===== config.mk =====
export PLATFORM = sky130hd
export DESIGN_NAME = xgmii_tlp_arbiter
export DESIGN_NICKNAME = d
export VERILOG_FILES = /design/src/rtl/xgmii_tlp_arbiter.sv
export SDC_FILE = /design/constraint.sdc
export NUM_CORES = 1
export LEC_CHECK = 0
export ABC_AREA = 1
export BUFFER_PORTS_ARGS = -buffer_cell sky130_fd_sc_hd__buf_4
export CAP_MARGIN = 10
export CORE_MARGIN = 2
export CORE_UTILIZATION = 53
export CTS_CLUSTER_SIZE = 28
export DETAILED_ROUTE_END_ITERATION = 10
export HOLD_SLACK_MARGIN = 0.15
export PLACE_DENSITY = 0.88
export SLEW_MARGIN = 40
export SYNTH_ARGS = -nofsm -noshare
export SYNTH_HDL_FRONTEND = slang
export SYNTH_SLANG_ARGS = --single-unit

===== constraint.sdc =====
create_clock -name clk -period 4.9 [get_ports clk]
set_input_delay 0.245 -clock clk [delete_from_list [all_inputs] [get_ports clk]]
set_output_delay 0.245 -clock clk [all_outputs]
set_load 0.05 [all_outputs]

===== src/rtl/xgmii_tlp_arbiter.sv =====
// ----------------------------------------------------------------------------
// xgmii_tlp_arbiter
//
// Purpose:
//    Shares one PCIe TLP transmit path between two XGMII-RX TLP FIFOs.
//    Each FIFO presents a 72-bit first-word-fall-through head word:
//       [63:0] data, [64] valid TLP word, [65] TLP last,
//       [66] low DW enable, [67] high DW enable.
//    One channel is granted per whole TLP. Inter-frame gap words (bit 64 = 0)
//    are discarded. Beats leave through a single registered output stage with
//    valid/ready flow control. Truncated, stalled or overlong TLPs are closed
//    with an error beat so downstream can discard them.
//
// Ports:
//    clk, sys_rst            clock, asynchronous active-high reset
//    chN_dout / chN_empty    FIFO head word and empty flag (N = 0, 1)
//    chN_rd_en               combinational pop strobe for FIFO N
//    tx_data/be/valid/last   outgoing beat, be = {hi DW en, lo DW en}
//    tx_err                  with tx_last: the TLP was aborted
//    tx_src                  channel that sourced the beat
//    tx_ready                downstream accepts when tx_valid & tx_ready
//    tlp_count0/1            completed TLPs per channel (wrapping)
//    err_count               aborted TLPs (saturating)
// ----------------------------------------------------------------------------
module xgmii_tlp_arbiter #(
   parameter bit RR_EN         = 1'b1,
   parameter int MAX_TLP_BEATS = 130,
   parameter int STALL_LIMIT   = 255
) (
   input  logic        clk,
   input  logic        sys_rst,
   input  logic [71:0] ch0_dout,
   input  logic        ch0_empty,
   output logic        ch0_rd_en,
   input  logic [71:0] ch1_dout,
   input  logic        ch1_empty,
   output logic        ch1_rd_en,
   output logic [63:0] tx_data,
   output logic [1:0]  tx_be,
   output logic        tx_valid,
   output logic        tx_last,
   output logic        tx_err,
   output logic        tx_src,
   input  logic        tx_ready,
   output logic [7:0]  tlp_count0,
   output logic [7:0]  tlp_count1,
   output logic [7:0]  err_count
);

   localparam logic [7:0] MaxBeats = 8'(MAX_TLP_BEATS);
   localparam logic [7:0] StallLim = 8'(STALL_LIMIT);

   typedef enum logic [1:0] {
      IDLE,
      GRANT,
      DRAIN
   } state_t;

   state_t      state_q, state_d;
   logic        grant_q, grant_d;
   logic        lastGrant_q, lastGrant_d;
   logic [7:0]  beatCnt_q, beatCnt_d;
   logic [7:0]  stallCnt_q, stallCnt_d;
   logic [63:0] txData_q, txData_d;
   logic [1:0]  txBe_q, txBe_d;
   logic        txValid_q, txValid_d;
   logic        txLast_q, txLast_d;
   logic        txErr_q, txErr_d;
   logic        txSrc_q, txSrc_d;
   logic [7:0]  tlpCount0_q, tlpCount0_d;
   logic [7:0]  tlpCount1_q, tlpCount1_d;
   logic [7:0]  errCount_q, errCount_d;

   logic        space;
   logic [71:0] headW;
   logic        headEmpty;
   logic        req0, req1;
   logic        pick;
   logic        pop0, pop1;
   logic        popG;
   logic [7:0]  nextBeat;
   logic [7:0]  errInc;

   // Next-state logic. The output register can take a new beat whenever it is
   // empty or its current beat is being accepted; every pop that produces a
   // beat and every abort beat waits for that space. Gap discards in IDLE and
   // pops in DRAIN produce nothing, so they never wait for space. Only the
   // granted channel is looked at outside IDLE.
   always_comb begin
      state_d     = state_q;
      grant_d     = grant_q;
      lastGrant_d = lastGrant_q;
      beatCnt_d   = beatCnt_q;
      stallCnt_d  = stallCnt_q;
      txData_d    = txData_q;
      txBe_d      = txBe_q;
      txValid_d   = txValid_q;
      txLast_d    = txLast_q;
      txErr_d     = txErr_q;
      txSrc_d     = txSrc_q;
      tlpCount0_d = tlpCount0_q;
      tlpCount1_d = tlpCount1_q;
      errCount_d  = errCount_q;
      pop0        = 1'b0;
      pop1        = 1'b0;
      popG        = 1'b0;
      pick        = 1'b0;

      space     = ~txValid_q | tx_ready;
      headW     = grant_q ? ch1_dout : ch0_dout;
      headEmpty = grant_q ? ch1_empty : ch0_empty;
      req0      = ~ch0_empty & ch0_dout[64];
      req1      = ~ch1_empty & ch1_dout[64];
      nextBeat  = beatCnt_q + 8'd1;
      errInc    = (errCount_q == 8'hff) ? 8'hff : errCount_q + 8'd1;

      if (space) begin
         txValid_d = 1'b0;
      end

      case (state_q)
         IDLE: begin
            pop0 = ~ch0_empty & ~ch0_dout[64];
            pop1 = ~ch1_empty & ~ch1_dout[64];
            if (req0 || req1) begin
               if (req0 && req1) begin
                  pick = RR_EN ? ~lastGrant_q : 1'b0;
               end else begin
                  pick = req1;
               end
               grant_d    = pick;
               beatCnt_d  = 8'd0;
               stallCnt_d = 8'd0;
               state_d    = GRANT;
            end
         end

         GRANT: begin
            if (headEmpty) begin
               if (stallCnt_q >= StallLim) begin
                  if (space) begin
                     txValid_d  = 1'b1;
                     txData_d   = 64'd0;
                     txBe_d     = 2'b00;
                     txLast_d   = 1'b1;
                     txErr_d    = 1'b1;
                     txSrc_d    = grant_q;
                     errCount_d = errInc;
                     state_d    = IDLE;
                  end
               end else begin
                  stallCnt_d = stallCnt_q + 8'd1;
               end
            end else if (space) begin
               popG       = 1'b1;
               stallCnt_d = 8'd0;
               txValid_d  = 1'b1;
               txSrc_d    = grant_q;
               if (headW[64]) begin
                  txData_d  = headW[63:0];
                  txBe_d    = {headW[67], headW[66]};
                  txLast_d  = headW[65];
                  txErr_d   = 1'b0;
                  beatCnt_d = nextBeat;
                  if (headW[65]) begin
                     if (grant_q) begin
                        tlpCount1_d = tlpCount1_q + 8'd1;
                     end else begin
                        tlpCount0_d = tlpCount0_q + 8'd1;
                     end
                     lastGrant_d = grant_q;
                     state_d     = IDLE;
                  end else if (nextBeat == MaxBeats) begin
                     txLast_d   = 1'b1;
                     txErr_d    = 1'b1;
                     errCount_d = errInc;
                     state_d    = DRAIN;
                  end
               end else begin
                  // Gap word inside a TLP: the frame was truncated upstream.
                  txData_d   = 64'd0;
                  txBe_d     = 2'b00;
                  txLast_d   = 1'b1;
                  txErr_d    = 1'b1;
                  errCount_d = errInc;
                  state_d    = IDLE;
               end
            end
         end

         DRAIN: begin
            if (!headEmpty) begin
               popG = 1'b1;
               if (!headW[64] || headW[65]) begin
                  lastGrant_d = grant_q;
                  state_d     = IDLE;
               end
            end
         end

         default: begin
            state_d = IDLE;
         end
      endcase

      pop0 = pop0 | (popG & ~grant_q);
      pop1 = pop1 | (popG & grant_q);
   end

   // Pops reach the FIFOs combinationally; they are masked during reset
   // because the FIFOs are being cleared by the same reset.
   assign ch0_rd_en = pop0 & ~sys_rst;
   assign ch1_rd_en = pop1 & ~sys_rst;

   // State and output registers. last_grant starts at 1 so ch0 wins the first
   // contested arbitration.
   always_ff @(posedge clk or posedge sys_rst) begin
      if (sys_rst) begin
         state_q     <= IDLE;
         grant_q     <= 1'b0;
         lastGrant_q <= 1'b1;
         beatCnt_q   <= 8'd0;
         stallCnt_q  <= 8'd0;
         txData_q    <= 64'd0;
         txBe_q      <= 2'b00;
         txValid_q   <= 1'b0;
         txLast_q    <= 1'b0;
         txErr_q     <= 1'b0;
         txSrc_q     <= 1'b0;
         tlpCount0_q <= 8'd0;
         tlpCount1_q <= 8'd0;
         errCount_q  <= 8'd0;
      end else begin
         state_q     <= state_d;
         grant_q     <= grant_d;
         lastGrant_q <= lastGrant_d;
         beatCnt_q   <= beatCnt_d;
         stallCnt_q  <= stallCnt_d;
         txData_q    <= txData_d;
         txBe_q      <= txBe_d;
         txValid_q   <= txValid_d;
         txLast_q    <= txLast_d;
         txErr_q     <= txErr_d;
         txSrc_q     <= txSrc_d;
         tlpCount0_q <= tlpCount0_d;
         tlpCount1_q <= tlpCount1_d;
         errCount_q  <= errCount_d;
      end
   end

   assign tx_data    = txData_q;
   assign tx_be      = txBe_q;
   assign tx_valid   = txValid_q;
   assign tx_last    = txLast_q;
   assign tx_err     = txErr_q;
   assign tx_src     = txSrc_q;
   assign tlp_count0 = tlpCount0_q;
   assign tlp_count1 = tlpCount1_q;
   assign err_count  = errCount_q;

endmodule


==> results.cfg, run 1 <==
[placed_design]
placedCellCount = 1077
gp_congestion = 0.865
hpwl_mm = 12.5
port_buffers = 236

[global_route]
grt_max_degree = 89
antenna_found_initial = 0
gr-total-overflow = 0
track_usage_pct = 32.4
grt_pass1_vias = 6725
grt_pass1_wl_mm = 32.6

[timing]
max-slew-margin-rel_pct = 56.3
setup_violations = 0
fin_skew_ps = 12.2
finalSetupTns_ps = 0
final_hold_viol_count = 0
fmax_ghz = 0.278
worst_hold_slack_ps = 160
worst_pin_slew_ps = 656
grt_setup_unrepaired = no
final.min_clock_period_ps = 3590
slew_violations = 0
period_share_pct = 73.3

[final_layout]
register_area_sq_um = 2860
fin_cells = 1151
num_antenna_cells = 0
fillers = 691
syn2layout_area_growth_pct = 44.5
multiInputGateArea_sq_um = 3000
final_util_pct = 78.8
finalNetCount = 1153
layout-drive-gt1-share_pct = 33.0

[power_and_ir_drop]
irDropWorstVdd_uv = 393
power.leakage_nw = 4.64
powerDensity_nw_per_um2 = 603

[die]
core_area_sq_um = 11500
io_pins = 245
rows = 39
die_h_microns = 113
die_area_sq_um = 12700
initial_core_util_pct = 54.6
dieWidth_microns = 113

[logic_synthesis]
avgSynthCellArea_sq_um = 8.52
ys.flop_type = dfrtp_1
yosysMostFrequentCell = nand2_1
synth_nets = 892
yosys.cell_types.count = 40
synth_edf_count = 0
ys_seq_elements = 114
synth_top_area_share_pct = 45.2
yosysWarnings = 0
syn_inst = 734
async_reset_ff_share_pct = 100
netlist_top_cells_count = 170 x nand2_1, 158 x nor2_1, 113 x dfrtp_1
synth_area_leader_cell = dfrtp_1
synthTopCellsByArea = dfrtp_1 45%, nand2_1 10%, nor2_1 9.5%
yosysSeqAreaShare_pct = 45.6
syn_area_sq_um = 6260

[drt]
drt_iter0_drc = 399
antenna_left = 0
wl_mm = 20.3
avgRoutedWirePerCell_microns = 17.6
dr.pass1.iters = 5
via_count = 6504
drc = 0
vias_per_cell = 5.65

[cts]
cts_tree = done
post-cts-setup-buffers = 0
cts_buffer_depth = 2
cts-root-buf = clkbuf_16
cts.sinks = 114
numCtsBuffers = 17
clock_latency_ps = 410
path_clk_slew_ps = 50
htree_levels = 4

[critical_path]
worstSetupEndpointType = register
crit_family = buffers and inverters
worstPathRequired_ps = 5180
cp_common_cell = buf_4
path_class = reg2reg
crit_slowest_cell = dfrtp_2
worst_setup_path_start_kind = register
critPathBufInv = 4
arrival_ps = 3870
max_stage_delay_ps = 620
worstPathCellList = buf_4 > nand2_1 > o21ai_2 > nor2_4 > inv_2 > buf_4 > o41ai_1 > dlygate4sd3_1
path_max_fanout = 59

[flow_run]
maxCapViolCount = 0

[status]
status = finished clean

[worst_hold_path]
hold_class = in2reg
[placed cells by master (no fill, tap or decap), types with 2 or more instances in the layout]
cell type | synthesis | final
clkbuf_16 | 0 | 17
or2_2 | 3 | 3
a21oi_1 | 8 | 8
nor2_4 | 5 | 5
nand3_1 | 30 | 30
inv_1 | 45 | 44
clkinv_2 | 1 | 5
dfrtp_1 | 113 | 112
nand4_1 | 16 | 16
o41ai_1 | 35 | 35
o41ai_2 | 31 | 31
nor3_1 | 4 | 4
buf_4 | 2 | 240
o21ai_0 | 14 | 14
nor2_1 | 158 | 158
xnor2_1 | 8 | 8
o21ai_1 | 4 | 4
nor2_2 | 2 | 2
xor2_1 | 8 | 8
ha_1 | 9 | 9
o21ai_2 | 2 | 2
nand2_1 | 170 | 169
bufinv_16 | 0 | 2
o22ai_1 | 2 | 2
nand2_2 | 5 | 5
nand3_2 | 2 | 2
o21bai_1 | 2 | 2
clkinvlp_4 | 0 | 3
clkbuf_1 | 15 | 2
clkbuf_8 | 0 | 3
inv_2 | 4 | 4
nand3b_1 | 3 | 3
dlygate4sd3_1 | 0 | 42
[flip-flops by register name, summed over array words and instances, names as in the netlist, named ones only]
register / flops
err_count: 8
lastGrant_q: 1
tx_be: 2
beatCnt_q: 8
tx_src: 1
stallCnt_q: 8
tlp_count1: 8
tx_last: 1
tlp_count0: 8
state_q: 2
tx_err: 1
grant_q: 1
tx_data: 64
[worst register-to-register path: stages (launching register included)]
cell,delay [ps]
dfrtp_2,620
buf_4,610
nand2_1,150
o21ai_2,130
nor2_4,80
inv_2,470
buf_4,630
o41ai_1,180
dlygate4sd3_1,600
[path summary, 6_finish.rpt]
path | from | cells past startpoint | end | slack, ps
setup / recovery | grant_q$_DFFE_PP0P_ | 8 | tx_data[62]$_DFFE_PP0P_ | 1310
hold / removal | ch0_dout[37] | 3 | tx_data[37]$_DFFE_PP0P_ | 160
hold reg to reg | tlp_count0[7]$_DFFE_PP0P_ | 1 | tlp_count0[7]$_DFFE_PP0P_ | 470
max in group asynchronous | sys_rst | 4 | tx_data[58]$_DFFE_PP0P_ | 3360
min in group asynchronous | sys_rst | 3 | tx_data[53]$_DFFE_PP0P_ | 490
setup reg to reg | grant_q$_DFFE_PP0P_ | 8 | tx_data[62]$_DFFE_PP0P_ | 1310
[timing repair]
action	in CTS	in global routing
endpoints found under the hold margin	96	0
gates resized for setup	0	0
hold buffers	42	0
endpoints found under the setup margin	0	0
[through the flow]
stage	instance area, sq um	power (W)	setup slack [ps]
finish	9040	0.00545	1310
global placement	8020	0.00405	1920
floorplan	6260	0.00340	1640
global route	9040	0.00573	1120
CTS	9040	0.00541	1370
detailed placement	8040	0.00410	1890
[cells by family after synthesis]
family | Yosys count | synth area share (%)
AOI/OAI and AO/OA | 104 | 16.6
xor gates and xnor gates | 16 | 2.24
adders and majority gates | 9 | 1.80
buffers and inverters | 91 | 6.70
DFF | 114 | 45.6
muxes | 1 | 0.160
and+or+nand+nor | 399 | 26.8
[area by class of cell]
cell class,instances,area share [%]
Sequential cell,114,31.6
Timing Repair Buffer,282,24.6
Clock inverter,10,1.19
Inverter,51,2.26
Clock buffer,22,5.24
Multi-Input combinational cell,529,33.2
Tap cell,143,1.98
[power by group]
part           switching [W]  internal (W)
registers           0.000209       0.00119
clock network       0.000440      0.000783
logic                0.00199      0.000837
total                0.00264       0.00281
[per-layer routing]
| metal | routed length [microns] | vias to the layer above | GRT usage [%] |
|---|---|---|---|
| met4 | 1390 | 0 | 21.2 |
| li1 | - | 2991 | - |
| met1 | 7350 | 3083 | 36.6 |
| met3 | 1510 | 101 | 10.3 |
| met5 | 0 | - | 0 |
| met2 | 10000 | 329 | 52.9 |
Power figures use the tool's default switching activity.
==> run 2: changes to the inputs <==
ABC_AREA = 0   (was 1)
CORE_UTILIZATION = 49   (was 53)
PLACE_DENSITY = 0.83   (was 0.88)
clock period = 3.49 ns   (was 4.9 ns; I/O delays follow)
==> results.cfg, run 2 <==
[placed_design]
port_buffers = 236
gp_congestion = 0.887
dpl_worst_slack_ps = 1050
placedCellCount = 922
hpwl_mm = 11.7

[logic_synthesis]
ys_seq_elements = 114
async_reset_ff_share_pct = 100
synth_area_leader_cell = dfrtp_1
yosys.cell_types.count = 57
synth_nets = 731
ys.flop_type = dfrtp_1
yosysMostFrequentCell = dfrtp_1
syn_area_sq_um = 5920
yosysSeqAreaShare_pct = 48.2
syn_inst = 573
synth_edf_count = 0
synth_top_area_share_pct = 47.8
netlist_top_cells_count = 113 x dfrtp_1, 107 x nand2_1, 70 x o31ai_1
synthTopCellsByArea = dfrtp_1 48%, mux2i_1 12%, o31ai_1 8.9%
yosysWarnings = 0
avgSynthCellArea_sq_um = 10.3

[cts]
cts-root-buf = clkbuf_16
numCtsBuffers = 17
cts_tree = done
cts.sinks = 114
cts_buffer_depth = 2
path_clk_slew_ps = 60
cts-resized-gates = 0
clock_latency_ps = 420
htree_levels = 4

[timing]
final_hold_viol_count = 0
worst_pin_slew_ps = 782
max-slew-margin-rel_pct = 47.9
setup_violations = 0
layout_setup_ws_ps = 976
fmax_ghz = 0.398
slew_violations = 0
grt_setup_unrepaired = no
fin_skew_ps = 17.7
final.min_clock_period_ps = 2510
finalSetupTns_ps = 0
period_share_pct = 72.0

[final_layout]
layout_common_cells = 242 x buf_4, 112 x dfrtp_1, 112 x dlygate4sd3_1, 107 x nand2_1, 70 x o31ai_1
finalNetCount = 1064
mostFrequentLayoutCell = buf_4
fin_cells = 1066
largest_register_ffs = 64
num_antenna_cells = 0
layout-drive-gt1-share_pct = 32.4
final_util_pct = 79.8
syn2layout_area_growth_pct = 60.6

[power_and_ir_drop]
powerDensity_nw_per_um2 = 810
total_power_w = 0.00770
p_switching_w = 0.00347
seqPwrFrac_pct = 26.4
swShare_pct = 45.0
irDropWorstVdd_uv = 477
combPwrFrac_pct = 50.2
internal_power_w = 0.00424
clockPowerShare_pct = 23.4
power.leakage_nw = 4.62

[die]
io_pins = 245
die_area_sq_um = 13000
core_area_sq_um = 11900
initial_core_util_pct = 49.7
die_h_microns = 114
dieWidth_microns = 114
rows = 40

[critical_path]
path_class = reg2reg
path_max_fanout = 64
worstPathRequired_ps = 3790
worstSetupEndpointType = register
arrival_ps = 2820
worst_setup_path_start_kind = register

[drt]
drt_iter0_drc = 427
drc = 0
via_count = 6247
antenna_left = 0
avgRoutedWirePerCell_microns = 21.0
vias_per_cell = 5.86
wl_mm = 22.3
dr.pass1.iters = 5

[global_route]
grt_pass1_vias = 6508
antenna_found_initial = 0
grt_max_degree = 69
track_usage_pct = 33.4
gr-total-overflow = 0
grt_pass1_wl_mm = 33.5

[worst_hold_path]
hold_class = in2reg

[status]
status = finished clean

[flow_run]
maxCapViolCount = 0
==> run 2: cell count changes after synthesis, sizes merged, moves of 5 or more <==
cell,previous run,this run
a21oi,9,14
nand2,175,108
inv,50,5
nand3,32,12
o31ai,1,70
o41ai,66,2
nand2b,0,6
and3,0,7
nor2,165,14
mux2i,1,68
nand4,16,8
a31oi,0,5
xor2,8,3
mux2,0,14
==> run 2: worst max-delay path: stages, from the launching register on <==
cell,delay [ps]
dfrtp_4,590
buf_6,630
mux2i_1,260
dlygate4sd3_1,640
o31ai_1,270
==> run 2: repair_timing <==
action / in CTS / in global routing
buffers inserted: 0 / 0
endpoints found under the hold margin: 122 / 3
hold buffers: 109 / 3
==> run 2: routing by layer <==
layer / track usage (%) / part of all wire [%]
met3: 8.77 / 7.6
met4: 19.8 / 7.6
met2: 56.8 / 50
met1: 37.9 / 35
met5: 0 / 0
==> run 2: logic make-up after synthesis <==
family | synth area share (%)
simple gates | 14.5
fa+ha+maj | 1.90
buf+inv | 3.51
compound gates | 15.4
xor+xnor | 2.22
flops | 48.2
mux | 14.2
==> run 2: cell type report <==
type | count | area, sq um
clock buffer | 20 | 457
clock inverter | 12 | 158
fill | 632 | 2410
inverter | 5 | 23.8
multi-input combinational | 413 | 2880
sequential | 114 | 2860
tap | 147 | 184
timing repair buffer | 355 | 2950
==> run 2: final timing paths <==
path / slack (ps) / endpoint / cells past startpoint / start
min in group asynchronous: 430 / beatCnt_q[6]$_DFFE_PP0P_ / 3 / sys_rst
setup / recovery: 980 / tx_data[5]$_DFFE_PP0P_ / 4 / grant_q$_DFFE_PP0P_
setup reg to reg: 980 / tx_data[5]$_DFFE_PP0P_ / 4 / grant_q$_DFFE_PP0P_
hold reg to reg: 470 / tlp_count1[7]$_DFFE_PP0P_ / 1 / tlp_count1[7]$_DFFE_PP0P_
hold / removal: 130 / tx_data[56]$_DFFE_PP0P_ / 3 / ch1_dout[56]
max in group asynchronous: 2260 / beatCnt_q[3]$_DFFE_PP0P_ / 4 / sys_rst
==> run 2: power by group through the flow <==
stage / registers [W] / clock network [W] / logic [W]
4_1_cts: 0.00199 / 0.00179 / 0.00368
3_3_place_gp: 0.00198 / 0 / 0.00331
3_5_place_dp: 0.00200 / 0 / 0.00337
5_1_grt: 0.00208 / 0.00187 / 0.00406
2_1_floorplan: 0.00296 / 0 / 0.00141
6_report: 0.00204 / 0.00180 / 0.00387
==> run 2: per-stage QoR <==
stage,area [sq um],hold slack (ps)
global route,9510,167
global placement,7760,403
CTS,9470,150
detailed placement,7760,419
finish,9510,133
floorplan,5920,388
==> run 3: changes to the inputs <==
clock period = 2.6 ns   (was 3.49 ns; I/O delays follow)
==> results.cfg, run 3 (synthesized netlist as in run 2, its figures left out) <==
[final_layout]
syn2layout_area_growth_pct = 64.9
mostFrequentLayoutCell = buf_4
layout_common_cells = 242 x buf_4, 135 x dlygate4sd3_1, 110 x dfrtp_1, 107 x nand2_1, 70 x o31ai_1
fin_cells = 1092
layout-drive-gt1-share_pct = 32.0
finalNetCount = 1089
largest_register_ffs = 64

[worst_hold_path]
whs_path_depth = 6
hold_class = in2reg
holdPathEnd = state_q[1]$_DFFE_PP0P_
hold_start = ch1_dout[65]

[die]
io_pins = 245
initial_core_util_pct = 49.7
die_h_microns = 114
die_area_sq_um = 13000
core_area_sq_um = 11900
rows = 40
dieWidth_microns = 114

[global_route]
antenna_found_initial = 1
track_usage_pct = 34.7
grt_max_degree = 71
grt_pass1_vias = 6517
gr-total-overflow = 0
grt_pass1_wl_mm = 34.5

[critical_path]
worstSetupEndpointType = register
worst_setup_path_start_kind = register
rr_endpoint = tx_data[20]$_DFFE_PP0P_
path_class = reg2reg
path_max_fanout = 69
r2r_cells = 4
ff2ff_setup_slack_ps = 40
worstPathRequired_ps = 2880
arrival_ps = 2840
crit_slowest_cell = buf_6
worstPathCellList = buf_6 > mux2i_1 > dlygate4sd3_1 > o31ai_1
max_stage_delay_ps = 670
crit_family = buffers and inverters
critPathBufInv = 2
r2r_start = grant_q$_DFFE_PP0P_

[cts]
numCtsBuffers = 17
cts-root-buf = clkbuf_16
path_clk_slew_ps = 50
cts.sinks = 114
htree_levels = 4
cts_tree = done
cts_buffer_depth = 2
clock_latency_ps = 420

[power_and_ir_drop]
p_switching_w = 0.00464
clockPowerShare_pct = 22.6
powerDensity_nw_per_um2 = 1070
power.leakage_nw = 4.72
swShare_pct = 44.5
combPwrFrac_pct = 51.5
seqPwrFrac_pct = 25.9
internal_power_w = 0.00579
irDropWorstVdd_uv = 575
total_power_w = 0.0104

[timing]
setup_violations = 0
fmax_ghz = 0.390
fin_skew_ps = 11.2
max-slew-margin-rel_pct = 43.5
slew_violations = 0
worst_pin_slew_ps = 847
grt_setup_unrepaired = no
finalSetupTns_ps = 0
final.min_clock_period_ps = 2560
final_hold_viol_count = 0
period_share_pct = 98.6

[drt]
wl_mm = 22.5
avgRoutedWirePerCell_microns = 20.6
via_count = 6360
drt_iter0_drc = 593
vias_per_cell = 5.82
dr.pass1.iters = 7
drc = 0
antenna_left = 0

[placed_design]
gp_congestion = 0.814
placedCellCount = 924
hpwl_mm = 11.8
port_buffers = 236

[flow_run]
maxCapViolCount = 0

[status]
status = finished clean
-- run 3: cell types whose count changed in the layout (fill, tap and decap cells not counted), moves of 2 or more --
| cell | delta |
|---|---|
| clkinv_2 | +4 |
| clkinv_4 | -3 |
| ha_2 | +2 |
| buf_12 | +2 |
| dlygate4sd3_1 | +23 |
| dfrtp_2 | +2 |
| dfrtp_1 | -2 |
| ha_1 | -2 |
| clkbuf_1 | +2 |
-- run 3: layout make-up --
type	instances	area, sq um
Fill cell	611	2160
Multi-Input combinational cell	413	2880
Antenna cell	1	2.50
Sequential cell	114	2860
Timing Repair Buffer	380	3220
Clock buffer	21	450
Clock inverter	11	136
Inverter	5	22.5
Tap cell	147	184
-- run 3: worst min-delay path, stage by stage --
cell	delay, ps
buf_4	90
nor2b_1	50
nand2_1	80
a21oi_1	100
nand2_1	70
a21oi_1	60
-- run 3: power by group through the flow --
stage          Combinational, W  Clock (W)  Sequential, W
2_1_floorplan           0.00189          0        0.00397
3_3_place_gp            0.00450          0        0.00262
3_5_place_dp            0.00459          0        0.00265
4_1_cts                 0.00512    0.00234        0.00264
5_1_grt                 0.00561    0.00245        0.00275
6_report                0.00537    0.00236        0.00270
-- run 3: worst max-delay path by stage --
stage	from	end	slack, ps	cells past startpoint
floorplan	beatCnt_q[0]$_DFFE_PP0P_	err_count[4]$_DFFE_PP0P_	420	7
global placement	beatCnt_q[0]$_DFFE_PP0P_	err_count[7]$_DFFE_PP0P_	260	7
detailed placement	beatCnt_q[0]$_DFFE_PP0P_	err_count[4]$_DFFE_PP0P_	110	7
CTS	state_q[1]$_DFFE_PP0P_	ch0_rd_en	90	8
global route	state_q[1]$_DFFE_PP0P_	ch0_rd_en	30	8
finish	grant_q$_DFFE_PP0P_	tx_data[20]$_DFFE_PP0P_	40	4
-- run 3: repair_timing --
action | 4_1_cts | 5_1_grt
resized for setup | 0 | 5
setup endpoints to repair | 0 | 5
hold buffers | 135 | 0
endpoints found under the hold margin | 96 | 0
buffers inserted | 0 | 0
-- run 3: routing by layer --
| layer | global-route usage (%) | wire length, microns | vias to the layer above | share of wire [%] |
|---|---|---|---|---|
| li1 | - | - | 2798 | - |
| met1 | 40.3 | 8320 | 3062 | 37 |
| met2 | 58.2 | 11000 | 395 | 49 |
| met3 | 7.55 | 1650 | 105 | 7.3 |
| met4 | 22.0 | 1550 | 0 | 6.9 |
| met5 | 0 | 0 | - | 0 |
-- run 3: stage by stage --
step	area (sq um)	setup WS [ps]	hold slack [ps]	util, %
floorplan	5920	415	343	-
global placement	7800	261	285	65.5
detailed placement	7800	112	299	65.5
CTS	9740	85.2	195	81.8
global route	9750	26.6	238	81.9
finish	9750	36.2	208	81.9
